===== config.mk =====
export PLATFORM = sky130hd
export DESIGN_NAME = request_unit_mc_flat
export DESIGN_NICKNAME = d
export VERILOG_FILES = /design/src/rtl/request_unit_pkg.sv /design/src/rtl/request_unit_mc_if.sv /design/src/rtl/request_unit_mc_rr_arbiter.sv /design/src/rtl/request_unit_mc.sv /design/src/flat_wrapper.sv
export SDC_FILE = /design/constraint.sdc
export NUM_CORES = 1
export LEC_CHECK = 0
export ABC_AREA = 1
export CAP_MARGIN = 25
export CORE_MARGIN = 2
export CORE_UTILIZATION = 30
export DETAILED_ROUTE_END_ITERATION = 10
export GPL_ROUTABILITY_DRIVEN = 0
export SLEW_MARGIN = 30
export SYNTH_ARGS = -nofsm -noshare
export SYNTH_HDL_FRONTEND = slang
export SYNTH_HIERARCHICAL = 1
export SYNTH_SLANG_ARGS = --single-unit
export TNS_END_PERCENT = 100

===== constraint.sdc =====
create_clock -name CLK -period 1.85 [get_ports CLK]
set_input_delay 0.37 -clock CLK [delete_from_list [all_inputs] [get_ports CLK]]
set_output_delay 0.37 -clock CLK [all_outputs]
set_load 0.01 [all_outputs]

===== src/rtl/request_unit_pkg.sv =====
// Shared types for the multi-core request unit: per-channel state, latched op type,
// and small decode helpers.
package request_unit_pkg;

  typedef enum logic [1:0] {
    StIdle    = 2'b00,
    StWaitGnt = 2'b01,
    StActive  = 2'b10
  } ch_state_e;

  typedef enum logic {
    OpRead  = 1'b0,
    OpWrite = 1'b1
  } op_e;

  // Wide enough for TIMEOUT up to 65535.
  localparam int unsigned CntW   = 16;
  localparam int unsigned StatsW = 32;

  function automatic logic accept_req(logic ihit, logic rd, logic wr, logic halt);
    return ihit & (rd | wr) & ~halt;
  endfunction

  // Read and write together resolve to a write.
  function automatic op_e op_from_req(logic wr);
    return wr ? OpWrite : OpRead;
  endfunction

endpackage


===== src/rtl/request_unit_mc_if.sv =====
// Per-channel request/response bundle between the cores and request_unit_mc.
// With REQUNIT_STATS_EN defined the bundle also carries stall_cnt.
interface request_unit_mc_if #(
  parameter int unsigned CHANNELS = 2
);
  import request_unit_pkg::*;

  logic [CHANNELS-1:0] MemRd;
  logic [CHANNELS-1:0] MemWr;
  logic [CHANNELS-1:0] ihit;
  logic [CHANNELS-1:0] dhit;
  logic [CHANNELS-1:0] halt;
  logic [CHANNELS-1:0] iREN;
  logic [CHANNELS-1:0] dREN;
  logic [CHANNELS-1:0] dWEN;
  logic [CHANNELS-1:0] err;

`ifdef REQUNIT_STATS_EN
  logic [CHANNELS-1:0][StatsW-1:0] stall_cnt;

  modport master (
    output MemRd, MemWr, ihit, dhit, halt,
    input  iREN, dREN, dWEN, err, stall_cnt
  );

  modport slave (
    input  MemRd, MemWr, ihit, dhit, halt,
    output iREN, dREN, dWEN, err, stall_cnt
  );
`else
  modport master (
    output MemRd, MemWr, ihit, dhit, halt,
    input  iREN, dREN, dWEN, err
  );

  modport slave (
    input  MemRd, MemWr, ihit, dhit, halt,
    output iREN, dREN, dWEN, err
  );
`endif

endinterface


===== src/rtl/request_unit_mc_rr_arbiter.sv =====
// Round-robin arbiter: grants the first requester after the last granted index
// when advance is high; pointer resets to 0.
module rr_arbiter #(
  parameter int unsigned N = 2
) (
  input  logic         CLK,
  input  logic         RST,
  input  logic [N-1:0] req,
  input  logic         advance,
  output logic [N-1:0] gnt
);

  localparam int unsigned PtrW = (N > 1) ? $clog2(N) : 1;

  logic [PtrW-1:0] ptr_q, ptr_d;
  logic [PtrW-1:0] sel;
  logic            found;

  // Search order ptr+1, ptr+2, ..., ptr so the last winner has lowest priority.
  always_comb begin
    gnt   = '0;
    ptr_d = ptr_q;
    found = 1'b0;
    sel   = '0;
    for (int unsigned k = 1; k <= N; k++) begin
      sel = PtrW'((32'(ptr_q) + k) % N);
      if (!found && req[sel]) begin
        found = 1'b1;
        if (advance) begin
          gnt[sel] = 1'b1;
          ptr_d    = sel;
        end
      end
    end
  end

  always_ff @(posedge CLK) begin
    if (RST) begin
      ptr_q <= '0;
    end else begin
      ptr_q <= ptr_d;
    end
  end

endmodule


===== src/rtl/request_unit_mc.sv =====
// Multi-channel request unit: one FSM per core sharing a single data port.
// Optional stall statistics are built when REQUNIT_STATS_EN is defined.
module request_unit_mc
  import request_unit_pkg::*;
#(
  parameter int unsigned CHANNELS = 2,
  parameter int unsigned TIMEOUT  = 255
) (
  input  logic              CLK,
  input  logic              RST,
  request_unit_mc_if.slave  bus
);

  logic [CHANNELS-1:0] active;
  logic [CHANNELS-1:0] waiting;
  logic [CHANNELS-1:0] gnt;
  logic                port_free;

  // The port frees up in the same cycle the owner sees dhit, enabling back-to-back grants.
  assign port_free = ~(|active) | (|(active & bus.dhit));

  rr_arbiter #(
    .N (CHANNELS)
  ) u_arb (
    .CLK     (CLK),
    .RST     (RST),
    .req     (waiting),
    .advance (port_free),
    .gnt     (gnt)
  );

  for (genvar g = 0; g < CHANNELS; g++) begin : g_ch
    ch_state_e       state_q, state_d;
    op_e             op_q, op_d;
    logic [CntW-1:0] cnt_q, cnt_d;
    logic            err_q, err_d;

    always_comb begin
      state_d = state_q;
      op_d    = op_q;
      cnt_d   = cnt_q;
      err_d   = err_q;
      unique case (state_q)
        StIdle: begin
          cnt_d = '0;
          if (accept_req(bus.ihit[g], bus.MemRd[g], bus.MemWr[g], bus.halt[g])) begin
            state_d = StWaitGnt;
            op_d    = op_from_req(bus.MemWr[g]);
          end
        end
        StWaitGnt: begin
          cnt_d = '0;
          if (gnt[g]) begin
            state_d = StActive;
          end
        end
        StActive: begin
          if (bus.dhit[g]) begin
            state_d = StIdle;
          end else if (cnt_q == CntW'(TIMEOUT - 1)) begin
            state_d = StIdle;
            err_d   = 1'b1;
          end else begin
            cnt_d = cnt_q + 1'b1;
          end
        end
        default: begin
          state_d = StIdle;
        end
      endcase
    end

    always_ff @(posedge CLK) begin
      if (RST) begin
        state_q <= StIdle;
        op_q    <= OpRead;
        cnt_q   <= '0;
        err_q   <= 1'b0;
      end else begin
        state_q <= state_d;
        op_q    <= op_d;
        cnt_q   <= cnt_d;
        err_q   <= err_d;
      end
    end

    assign active[g]  = (state_q == StActive);
    assign waiting[g] = (state_q == StWaitGnt);

    // Outputs are masked by RST so nothing is enabled while reset is held.
    assign bus.iREN[g] = ~RST & ~bus.halt[g] & (state_q == StIdle);
    assign bus.dREN[g] = ~RST & active[g] & (op_q == OpRead);
    assign bus.dWEN[g] = ~RST & active[g] & (op_q == OpWrite);
    assign bus.err[g]  = err_q;

`ifdef REQUNIT_STATS_EN
    logic [StatsW-1:0] stall_q, stall_d;

    always_comb begin
      stall_d = stall_q;
      if (waiting[g] && (stall_q != {StatsW{1'b1}})) begin
        stall_d = stall_q + 1'b1;
      end
    end

    always_ff @(posedge CLK) begin
      if (RST) begin
        stall_q <= '0;
      end else begin
        stall_q <= stall_d;
      end
    end

    assign bus.stall_cnt[g] = stall_q;
`endif
  end

endmodule


===== src/flat_wrapper.sv =====
// flat-port wrapper written by rule: the top's interface ports become plain ports
module request_unit_mc_flat import request_unit_pkg::*;
#(
  parameter int unsigned CHANNELS = 2,
  parameter int unsigned TIMEOUT  = 255
)
  (CLK, RST, bus_MemRd, bus_MemWr, bus_ihit, bus_dhit, bus_halt, bus_iREN, bus_dREN, bus_dWEN, bus_err);
  request_unit_mc_if #(.CHANNELS(CHANNELS)) bus_i ();
  input  logic CLK;
  input  logic RST;
  input wire logic [$bits(bus_i.MemRd)-1:0] bus_MemRd;
  input wire logic [$bits(bus_i.MemWr)-1:0] bus_MemWr;
  input wire logic [$bits(bus_i.ihit)-1:0] bus_ihit;
  input wire logic [$bits(bus_i.dhit)-1:0] bus_dhit;
  input wire logic [$bits(bus_i.halt)-1:0] bus_halt;
  output wire logic [$bits(bus_i.iREN)-1:0] bus_iREN;
  output wire logic [$bits(bus_i.dREN)-1:0] bus_dREN;
  output wire logic [$bits(bus_i.dWEN)-1:0] bus_dWEN;
  output wire logic [$bits(bus_i.err)-1:0] bus_err;
  assign bus_i.MemRd = bus_MemRd;
  assign bus_i.MemWr = bus_MemWr;
  assign bus_i.ihit = bus_ihit;
  assign bus_i.dhit = bus_dhit;
  assign bus_i.halt = bus_halt;
  assign bus_iREN = bus_i.iREN;
  assign bus_dREN = bus_i.dREN;
  assign bus_dWEN = bus_i.dWEN;
  assign bus_err = bus_i.err;
  request_unit_mc #(.CHANNELS(CHANNELS), .TIMEOUT(TIMEOUT)) u_core (.CLK(CLK), .RST(RST), .bus(bus_i));
endmodule

; Yosys cells after proc, flatten, opt, wreduce, memory -nomap -nowiden
; Cells that the tools add are included.
[word_totals]
register_bits = 41
output_inout_bits = 8
elab_cells = 115
[op_classes]
addsub = 4
magnitude_cmp = 4
n_eq_ne = 16
mux = 35
n_bitwise = 27
n_reduce_logical = 20
[op_table]
columns = operator, n
row1 = $mux 16, 4
row2 = $pmux 16 s2, 2
row3 = $add 16x1->16 const B, 2
row4 = $eq 16x8->1 const B, 2
row5 = $mux 2, 12
row6 = $reduce_and 3->1, 6
row7 = $and 1x1->1, 14
row8 = $mux 1, 13
row9 = $pmux 2 s3, 2
row10 = $ne 2x1->1 const B, 4
row11 = $ne 2x2->1 const B, 4
row12 = $not 1->1, 8
row13 = $reduce_or 2->1, 4
row14 = $ne 3x3->1 const B, 2
row15 = $eq 2x1->1 const B, 2
row16 = $eq 2x2->1 const B, 2
row17 = $logic_not 2->1, 2
row18 = $lt 1x2->1 const B, 2
row19 = $reduce_and 2->1, 2
row20 = $reduce_bool 2->1, 2
row21 = $logic_and 1x1->1, 3
row22 = $or 1x1->1, 3
row23 = $add 1x1->1 const B, 2
row24 = $and 2x2->2, 1
row25 = 4 further kinds, 6

; Longest topological paths before layout
; Gate-level depths: netlist of run 1.
[depth]
word_depth = 12
ltp_mapped = 11

; Cells and area by module
; Netlist of run 1, hierarchy kept.
[modules_own_cells]
columns = mod, instances, cells_per_inst, area_per_inst_um2
row1 = request_unit_mc, 1, 421, 2532.4
row2 = rr_arbiter, 1, 10, 61.3

; Worst setup path before layout of run 1
; OpenSTA, ideal clock, no wires.
[synth_timing]
path_kind = reg-to-reg
start = reg u_core.g_ch[0].state_q[0]
end = reg u_core.g_ch[0].state_q[1]
setup_ps = 64
arrival_time_ps = 1551
setup_slack_ps = 235
stages_incl_launch_ff = 12
path_buffers = 1
period_less_slack_ps = 1615
path_cell_list = dfxtp_1 inv_1 nand2_1 clkbuf_1 nor2_1 o21ai_0 nand3_1 nand2_1 nor3_1 inv_1 nand3_1 nor2_1
[synth_via]
elab_chain_cells = 11
elab_cells_between_ends = 25
cone_classes = eq/ne (5) / mux (10) / bitwise (4) / reduce/logical (6)
[synth_rtl]
columns = item, line
row1 = "start, declared", request_unit_mc.sv:33  ; ch_state_e state_q, state_d;
row2 = "start signal, assigned", request_unit_mc.sv:75  ; state_q <= StIdle;
row3 = "start signal, assigned", request_unit_mc.sv:80  ; state_q <= state_d;
row4 = $eq 2x2->1 (*), request_unit_mc.sv:87  ; assign active[g] = (state_q == StActive);
row5 = $and 2x2->2 or $reduce_or 2->1 (tied branches), request_unit_mc.sv:20  ; assign port_free = ~(|active) | (|(active & bus.dhit));
row6 = $reduce_or 2->1 or $not 1->1 (tied branches), request_unit_mc.sv:20
row7 = $or 1x1->1 (*), request_unit_mc.sv:20
row8 = net u_core.port_free, request_unit_mc.sv:17  ; logic port_free;
row9 = $mux 2, request_unit_mc_rr_arbiter.sv:29  ; if (advance) begin
row10 = $mux 2, request_unit_mc_rr_arbiter.sv:27  ; if (!found && req[sel]) begin
row11 = $or 2x2->2 (no line), n/a
row12 = $mux 2, request_unit_mc_rr_arbiter.sv:29
row13 = $mux 2 (*), request_unit_mc_rr_arbiter.sv:27
row14 = net u_core.gnt[0], request_unit_mc.sv:16  ; logic [CHANNELS-1:0] gnt;
row15 = $ne 2x1->1 (no line) (*), n/a
row16 = $reduce_and 3->1 (no line) (*), n/a
; Mark *: on every way through the listed nets, which the timed path passes. The rest lies on a longest branch. The select of a mux whose other input is x is not followed.
; A chain may end at the register's enable or synchronous reset.

; Final worst setup path of run 1
[layout_timing]
start = in bus_halt[1]
end = out bus_iREN[1]
[layout_via]
elab_chain_cells = 3
[layout_rtl]
columns = item, line
row1 = "start, declared", flat_wrapper.sv:15  ; input wire logic [$bits(bus_i.halt)-1:0] bus_halt;
row2 = $not 1->1, request_unit_mc.sv:91  ; assign bus.iREN[g] = ~RST & ~bus.halt[g] & (state_q == StIdle);
row3 = $and 1x1->1 (2 in series), request_unit_mc.sv:91
row4 = "end, declared", flat_wrapper.sv:16  ; output wire logic [$bits(bus_i.iREN)-1:0] bus_iREN;
; No other way between the ends.

==> parameters.txt, run 1 <==
Parameter                              Value

Outcome
  Outcome ... complete, no violations

Synth
  Sequential cell area fraction in the yosys report ... 31.6%
  Post-synthesis cell count ... 431
  Count of cell types in the netlist ... 27
  Largest cells by area after synthesis ... sky130_fd_sc_hd__dfxtp_1, sky130_fd_sc_hd__nand2_1, sky130_fd_sc_hd__nor2_1, sky130_fd_sc_hd__nand3_1, sky130_fd_sc_hd__inv_1
  Net count after synthesis ... 447
  Post-synthesis instance area ... 0.00259 sq mm
  Number of synthesized register bits ... 41
  Warnings from Yosys ... 6
  Syn avg cell area ... 6.02 sq um
  Library cell with the largest summed area after synthesis ... sky130_fd_sc_hd__dfxtp_1
  Share of the synthesized area in the top cell type ... 31.6%

Route
  Top routing layer in use ... met4
  1st-iter DRT viols ... 119
  Remaining design rule violation count ... 0
  Met2 layer wire length in the routed design ... 3.06 mm
  Count of vias placed by the detailed router ... 2709
  Total Routed Length ... 6.64 mm
  Number of search-and-repair iterations in the first detailed-routing pass ... 5
  Via-to-Cell Ratio ... 4.67
  Wire length on met1 ... 3.22 mm
  Detail Route met3 WL ... 244 um
  Remaining antenna violation count ... 0
  Routed wire length per instance ... 11.4 um

Setup path
  Maximum fanout count along the critical path ... 2
  Type of element capturing the critical path ... output port
  List of cells traversed by the critical path ... clkdlybuf4s50_1 > or3_1 > nor2_1 > dlygate4sd2_1
  Category of the critical setup timing path ... input pin to output port
  Worst path bufs/invs ... 2
  Required time reported for the critical path endpoint ... 1480 ps
  Arrival time at the worst endpoint ... 1440 ps
  Peak per-stage delay on the critical path ... 380 ps
  Startpoint type of the worst setup path ... input pin
  Startpoint of the lowest-slack register-to-register path ... u_core/g_ch[0].state_q[0]$_SDFFE_PP0P_
  Worst setup startpoint ... bus_halt[1]
  Slowest cell on the critical path ... sky130_fd_sc_hd__clkdlybuf4s50_1
  CP top delay family ... buffers and inverters

Cells and area
  Utilization of the core after routing ... 38.1%
  Post-route cell area ... 0.00316 sq mm
  Total Nets Final ... 490
  Diodes inserted ... 0
  Most frequent standard cell in the layout excluding fill and tap cells ... sky130_fd_sc_hd__nand2_1
  Area added between synthesis and finish ... 21.9%
  Highest-count cells in the layout ignoring fill and taps ... sky130_fd_sc_hd__nand2_1, sky130_fd_sc_hd__nor2_1, sky130_fd_sc_hd__inv_1, sky130_fd_sc_hd__nand3_1, sky130_fd_sc_hd__dfxtp_1
  Share of cells above drive strength 1 ... 13.3%

Global route
  Global-route usage over all layers ... 14.4%
  Number of antenna violations at the first check in global routing ... 0
  First-pass GRT wire length ... 11.3 mm
  Via count of the first global-routing pass ... 2571
  Total grt overflow ... 0
  Maximum number of pins on one net before global-route repair ... 18

Hold path
  Worst Hold Launch ... u_core/g_ch[1].err_q$_SDFFE_PP0P_
  Hold Path Class ... flip-flop to flip-flop

Timing
  Relative slew slack ... 82.0%
  Final Cycle Share ... 97.9%
  Upper clock frequency limit ... 0.552 GHz
  Slew at the pin with the worst max-slew slack ... 269 ps
  Minimum period implied by the final worst setup slack ... 1810 ps
  Count of final max-slew check failures ... 0
  Total count of hold-check failures in the final report ... 0
  Worst-case hold slack ... 479 ps
  Worst Clk Skew ... 7.93 ps
  Setup Viol. Count Final ... 0
  Unrepaired setup endpoints after global routing ... false

CTS
  Number of clock sinks ... 41
  Clock latency on the worst-skew pair ... 310 ps
  Hold buffer count at CTS ... 0
  TritonCTS clock tree ... yes
  Number of buffers created by CTS ... 5
  Clock Tree Root ... sky130_fd_sc_hd__clkbuf_8
  Worst-path clk slew ... 80 ps
  Htree depth ... 2
  Clock Tree Buf Depth ... 2

Place
  Count of input and output buffers ... 19
  Half-perimeter wire length after detailed placement ... 4.96 mm
  Cell area after placement ... 0.00301 sq mm

Die
  DIE WIDTH ... 97.0 um
  Die H ... 97.0 um
  Number of ports placed on the die boundary ... 20
  Area of the core ... 0.00830 sq mm
  Die area ... 0.00941 sq mm
  Starting density of the core ... 31.3%
  Standard-cell rows ... 33

Pwr
  Cell-internal power ... 0.00129 W
  Worst IR drop on VDD ... 0.000304 V
  Switching power total ... 0.000478 W
  Portion of total power attributed to combinational logic ... 12.1%
  Fraction of power consumed by the clock network ... 36.9%
  Power after layout ... 0.00177 W
  Leak pwr ... 1.37 nW
  Sequential fraction of design power ... 51.0%
  Sw Share ... 27.0%
  Pwr dens ... 561 mW/mm^2

Run
  Max cap viols ... 0
==> state kept, by name, summed over array words and instances (netlist names) <==
register             cells
u_core/g_ch.err_q        2
u_core/g_ch.op_q         2
u_core/g_ch.state_q      4
u_core/u_arb/ptr_q       1
u_core/g_ch.cnt_q       32
==> synthesized netlist by cell type, drive strengths merged <==
cell and n:
o21bai 4, nand2 138, buf 6, or3 1
mux2i 1, nor2 76, nor3 9, o21ai 11
o31ai 1, xor2 2, nand3 38, inv 52
nand3b 2, nor3b 1, o21a 2, clkbuf 6
xnor2 2, ha 4, nand4 5, dfxtp 41
a21oi 29
==> worst reg2reg max path, stage by stage, from the launching register on <==
cell	delay [ps]
sky130_fd_sc_hd__dfxtp_2	360
sky130_fd_sc_hd__inv_2	50
sky130_fd_sc_hd__nand2_2	70
sky130_fd_sc_hd__nor2_2	50
sky130_fd_sc_hd__buf_4	130
sky130_fd_sc_hd__buf_4	120
sky130_fd_sc_hd__buf_4	120
sky130_fd_sc_hd__buf_4	120
sky130_fd_sc_hd__buf_4	120
sky130_fd_sc_hd__buf_4	120
sky130_fd_sc_hd__buf_4	140
sky130_fd_sc_hd__nand2_1	60
sky130_fd_sc_hd__nand2_1	50
sky130_fd_sc_hd__nand2_1	70
sky130_fd_sc_hd__inv_1	30
==> per-stage QoR <==
stage | std cells | worst slack [ps] | TNS (ps)
after CTS | 580 | 17.7 | 0
after detailed placement | 565 | -252 | -1470
after global placement | 565 | -228 | -1250
after floorplan | 431 | 235 | 0
after global routing | 580 | 10.3 | 0
final | 580 | 38.8 | 0
==> power by group through the flow <==
| stage | Combinational [W] | Sequential [W] | Clock, W |
|---|---|---|---|
| 6_report | 0.000214 | 0.000905 | 0.000654 |
| 5_1_grt | 0.000236 | 0.000906 | 0.000707 |
| 4_1_cts | 0.000209 | 0.000903 | 0.000678 |
| 3_5_place_dp | 0.000204 | 0.000923 | 0 |
| 3_3_place_gp | 0.000202 | 0.000923 | 0 |
| 2_1_floorplan | 0.000109 | 0.000921 | 0 |
==> final cells by class <==
cell class                 count  area, sq um
tap                          105          131
clock inverter                 2         13.8
fill                         909         5140
clock buffer                   6         82.6
inverter                      52          195
multi-input combinational    326         1520
sequential                    41          826
timing repair buffer          48          395
==> layer usage <==
layer / up-vias / track usage (%)
met5: - / 0
met4: 0 / 5.96
met3: 8 / 3.18
met2: 44 / 24.0
met1: 1221 / 18.1
li1: 1436 / -
==> worst paths after layout <==
check | to | slack [ps] | depth (start not counted)
setup / recovery | bus_iREN[1] | 40 | 4
hold / removal | u_core/g_ch[1].err_q$_SDFFE_PP0P_ | 480 | 1
hold reg to reg | u_core/g_ch[1].err_q$_SDFFE_PP0P_ | 480 | 1
setup reg to reg | u_core/g_ch[0].cnt_q[11]$_SDFFE_PP0P_ | 160 | 14
==> what timing repair did <==
action / in CTS / in global routing
pin swaps: 1 / 2
endpoints found under the hold margin: 0 / 0
gates resized for setup: 8 / 12
setup buffers: 7 / 1
endpoints found under the setup margin: 6 / 7
==> cell families (layout without fill, tap and decap cells) <==
logic type	after synthesis	count (layout)	synth area share [%]
buf+inv	64	108	10.4
flops	41	41	31.6
fa+ha+maj	4	4	1.93
xor+xnor	4	4	1.35
mux	1	1	0.386
simple gates	270	270	44.1
compound gates	47	47	10.2
No activity file was read; power rests on OpenSTA's default activity.
==> inputs of run 2 (changes only) <==
- CORE_MARGIN: 2 -> 5
- CTS_CLUSTER_SIZE: default -> 8
==> run 2 against run 1 <==
Against the previous run: fmax grew 3.1%; clock-buffer cell count is the same; non-clock buffer count shrank 8; register-to-register slack is essentially flat; via count shrank 1.6%; final cell count shrank 1.0%; final area shrank 2.3%; combinational power shrank 9%; sequential share of layout area grew 0.58 points; clock skew grew 6.6 ps; global-route usage shrank 1.9 points; critical path type is now flip-flop to output port; critical endpoint is now bus_dREN[0]; highest routed layer unchanged.
==> parameters.txt, run 2 (synthesis results as in run 1) <==
Parameter                              Value

Cells and area
  Most frequent standard cell in the layout excluding fill and tap cells ... sky130_fd_sc_hd__nand2_1
  Post-Layout Cell Count ... 574 (-1.0%)
  Number of flip-flops in the largest register ... 32 (unchanged)
  Share of cells above drive strength 1 ... 10.1% (-3.2 points)
  Diodes inserted ... 0 (unchanged)
  Total Nets Final ... 482 (-1.6%)
  Registers with the highest flip-flop counts ... u_core/g_ch.cnt_q: 32 flops, u_core/g_ch.state_q: 4 flops
  Register name with the most flops ... u_core/g_ch.cnt_q
  Area added between synthesis and finish ... 19.0%
  Count of fill cells added during filler insertion ... 980 (+7.8%)
  Highest-count cells in the layout ignoring fill and taps ... sky130_fd_sc_hd__nand2_1, sky130_fd_sc_hd__nor2_1, sky130_fd_sc_hd__inv_1, sky130_fd_sc_hd__nand3_1, sky130_fd_sc_hd__dfxtp_1
  Post-route cell area ... 0.00309 sq mm (-2.3%)

Route
  Top routing layer in use ... met4
  Remaining design rule violation count ... 0 (unchanged)
  Count of vias placed by the detailed router ... 2665 (-1.6%)
  Total Routed Length ... 6.19 mm (-6.8%)
  Met2 layer wire length in the routed design ... 2.92 mm (-4.5%)
  Via-to-Cell Ratio ... 4.64 (-0.60%)
  Remaining antenna violation count ... 0 (unchanged)
  Number of search-and-repair iterations in the first detailed-routing pass ... 4 (-1)
  Routed wire length per instance ... 10.8 um (-5.8%)
  Wire length on met1 ... 2.98 mm (-7.4%)
  1st-iter DRT viols ... 98 (-18%)
  Detail Route met3 WL ... 197 um (-19%)

Pwr
  Leak pwr ... 1.32 nW (-3.7%)
  Worst IR drop on VDD ... 0.000260 V (-15%)
  Pwr dens ... 556 mW/mm^2 (-0.88%)

Die
  Number of ports placed on the die boundary ... 20 (unchanged)
  Die H ... 103 um (+6.2%)
  Area of the core ... 0.00859 sq mm (+3.5%)
  DIE WIDTH ... 103 um (+6.2%)
  Standard-cell rows ... 34 (+3.0%)
  Die area ... 0.0106 sq mm (+13%)
  Starting density of the core ... 30.2% (-1.1 points)

Place
  Cell total after placement ... 565 (unchanged)
  Half-perimeter wire length after detailed placement ... 4.73 mm (-4.5%)
  Count of input and output buffers ... 19 (unchanged)
  Cell area after placement ... 0.00299 sq mm (-0.62%)

Hold path
  Cell depth of the worst hold path ... 1 (unchanged)
  Hold Path Class ... flip-flop to flip-flop
  Worst Hold Launch ... u_core/g_ch[1].err_q$_SDFFE_PP0P_
  Worst Hold Endpoint ... u_core/g_ch[1].err_q$_SDFFE_PP0P_

Global route
  Total grt overflow ... 0 (unchanged)
  Global-route usage over all layers ... 12.5% (-1.9 points)
  Via count of the first global-routing pass ... 2558 (-0.51%)
  Maximum number of pins on one net before global-route repair ... 20 (+2)
  Number of antenna violations at the first check in global routing ... 0 (unchanged)
  First-pass GRT wire length ... 10.8 mm (-4.7%)

CTS
  Number of buffers created by CTS ... 5 (unchanged)
  Worst-path clk slew ... 80 ps (about the same)
  Hold buffer count at CTS ... 0 (unchanged)
  Htree depth ... 2 (unchanged)
  TritonCTS clock tree ... yes
  Number of clock sinks ... 41 (unchanged)
  Clock latency on the worst-skew pair ... 300 ps (about the same)
  Clock Tree Buf Depth ... 2 (unchanged)
  Clock Tree Root ... sky130_fd_sc_hd__clkbuf_8

Timing
  Setup Viol. Count Final ... 0 (unchanged)
  Worst-case hold slack ... 478 ps (-1.38 ps)
  Relative slew slack ... 79.2% (-2.8 points)
  Unrepaired setup endpoints after global routing ... true
  Upper clock frequency limit ... 0.569 GHz (+3.1%)
  Total count of hold-check failures in the final report ... 0 (unchanged)
  Minimum period implied by the final worst setup slack ... 1760 ps (-53.9 ps)
  Slew at the pin with the worst max-slew slack ... 311 ps (+42.4 ps)
  Count of final max-slew check failures ... 0 (unchanged)
  Worst Clk Skew ... 14.5 ps (+6.58 ps)
  Final Cycle Share ... 95.0% (-2.9 points)

Setup path
  Maximum fanout count along the critical path ... 3 (+1)
  Required time reported for the critical path endpoint ... 1480 ps (about the same)
  Arrival time at the worst endpoint ... 1390 ps (-50 ps)
  Crit Reg-Reg Endpoint ... u_core/g_ch[0].state_q[1]$_SDFFE_PP0P_
  Category of the critical setup timing path ... flip-flop to output port
  Startpoint type of the worst setup path ... flip-flop
  Type of element capturing the critical path ... output port
  Flop2flop setup slack ... 170 ps (about the same)
  Path depth of the worst reg2reg path ... 13 (-1)
  Startpoint of the lowest-slack register-to-register path ... u_core/g_ch[0].state_q[0]$_SDFFE_PP0P_

Run
  Max cap viols ... 0 (unchanged)

Outcome
  Outcome ... complete, no violations
run 2: repair_timing:
action / in CTS / in global routing
resized for setup: 9 / 4
setup buffers: 0 / 2
setup endpoints to repair: 6 / 5
run 2: power breakdown:
group          internal, W  switching (W)
combinational    0.0000853       0.000110
sequential        0.000894     0.00000943
clock             0.000295       0.000323
total              0.00127       0.000442
run 2: area by class of cell:
cell class                      count  area (sq um)  area share [%]
Clock inverter                      1          7.51           0.243
Tap cell                          108           135            4.38
Inverter                           52           195            6.32
Sequential cell                    41           825            26.7
Timing Repair Buffer               40           339            11.0
Multi-Input combinational cell    326          1500            48.7
Clock buffer                        6          82.6            2.68
run 2: per-layer routing:
| layer | GRT usage [%] | vias up |
|---|---|---|
| met2 | 21.3 | 35 |
| met1 | 15.5 | 1200 |
| met3 | 2.64 | 9 |
| met4 | 4.88 | 0 |
| met5 | 0 | - |
| li1 | - | 1421 |
run 2: through the flow:
step	setup TNS [ps]	total power, W	worst slack (ps)	utilization (%)
after floorplan	0	0.00103	235	-
after global placement	-5160	0.00111	-345	34.8
after detailed placement	-5300	0.00111	-351	34.8
after CTS	0	0.00174	13.3	35.7
after global routing	-18.5	0.00181	-11.3	35.9
final	0	0.00172	92.7	35.9
run 2: critical path, cell delays in order (launching register included):
cell and delay, ps:
sky130_fd_sc_hd__dfxtp_2 340, sky130_fd_sc_hd__inv_1 100, sky130_fd_sc_hd__nand2_1 90, sky130_fd_sc_hd__nor2_1 130, sky130_fd_sc_hd__inv_1 70, sky130_fd_sc_hd__nor2_1 90, sky130_fd_sc_hd__dlygate4sd2_1 270
run 2: worst max-delay path by stage:
stage	startpoint	endpoint
after floorplan	u_core/g_ch[0].state_q[0]$_SDFFE_PP0P_	u_core/g_ch[0].state_q[1]$_SDFFE_PP0P_
after CTS	bus_halt[1]	bus_iREN[1]
after global placement	RST	bus_iREN[0]
final	u_core/g_ch[0].state_q[0]$_SDFFE_PP0P_	bus_dREN[0]
after detailed placement	RST	bus_iREN[0]
after global routing	u_core/g_ch[1].state_q[0]$_SDFFE_PP0P_	bus_dREN[1]
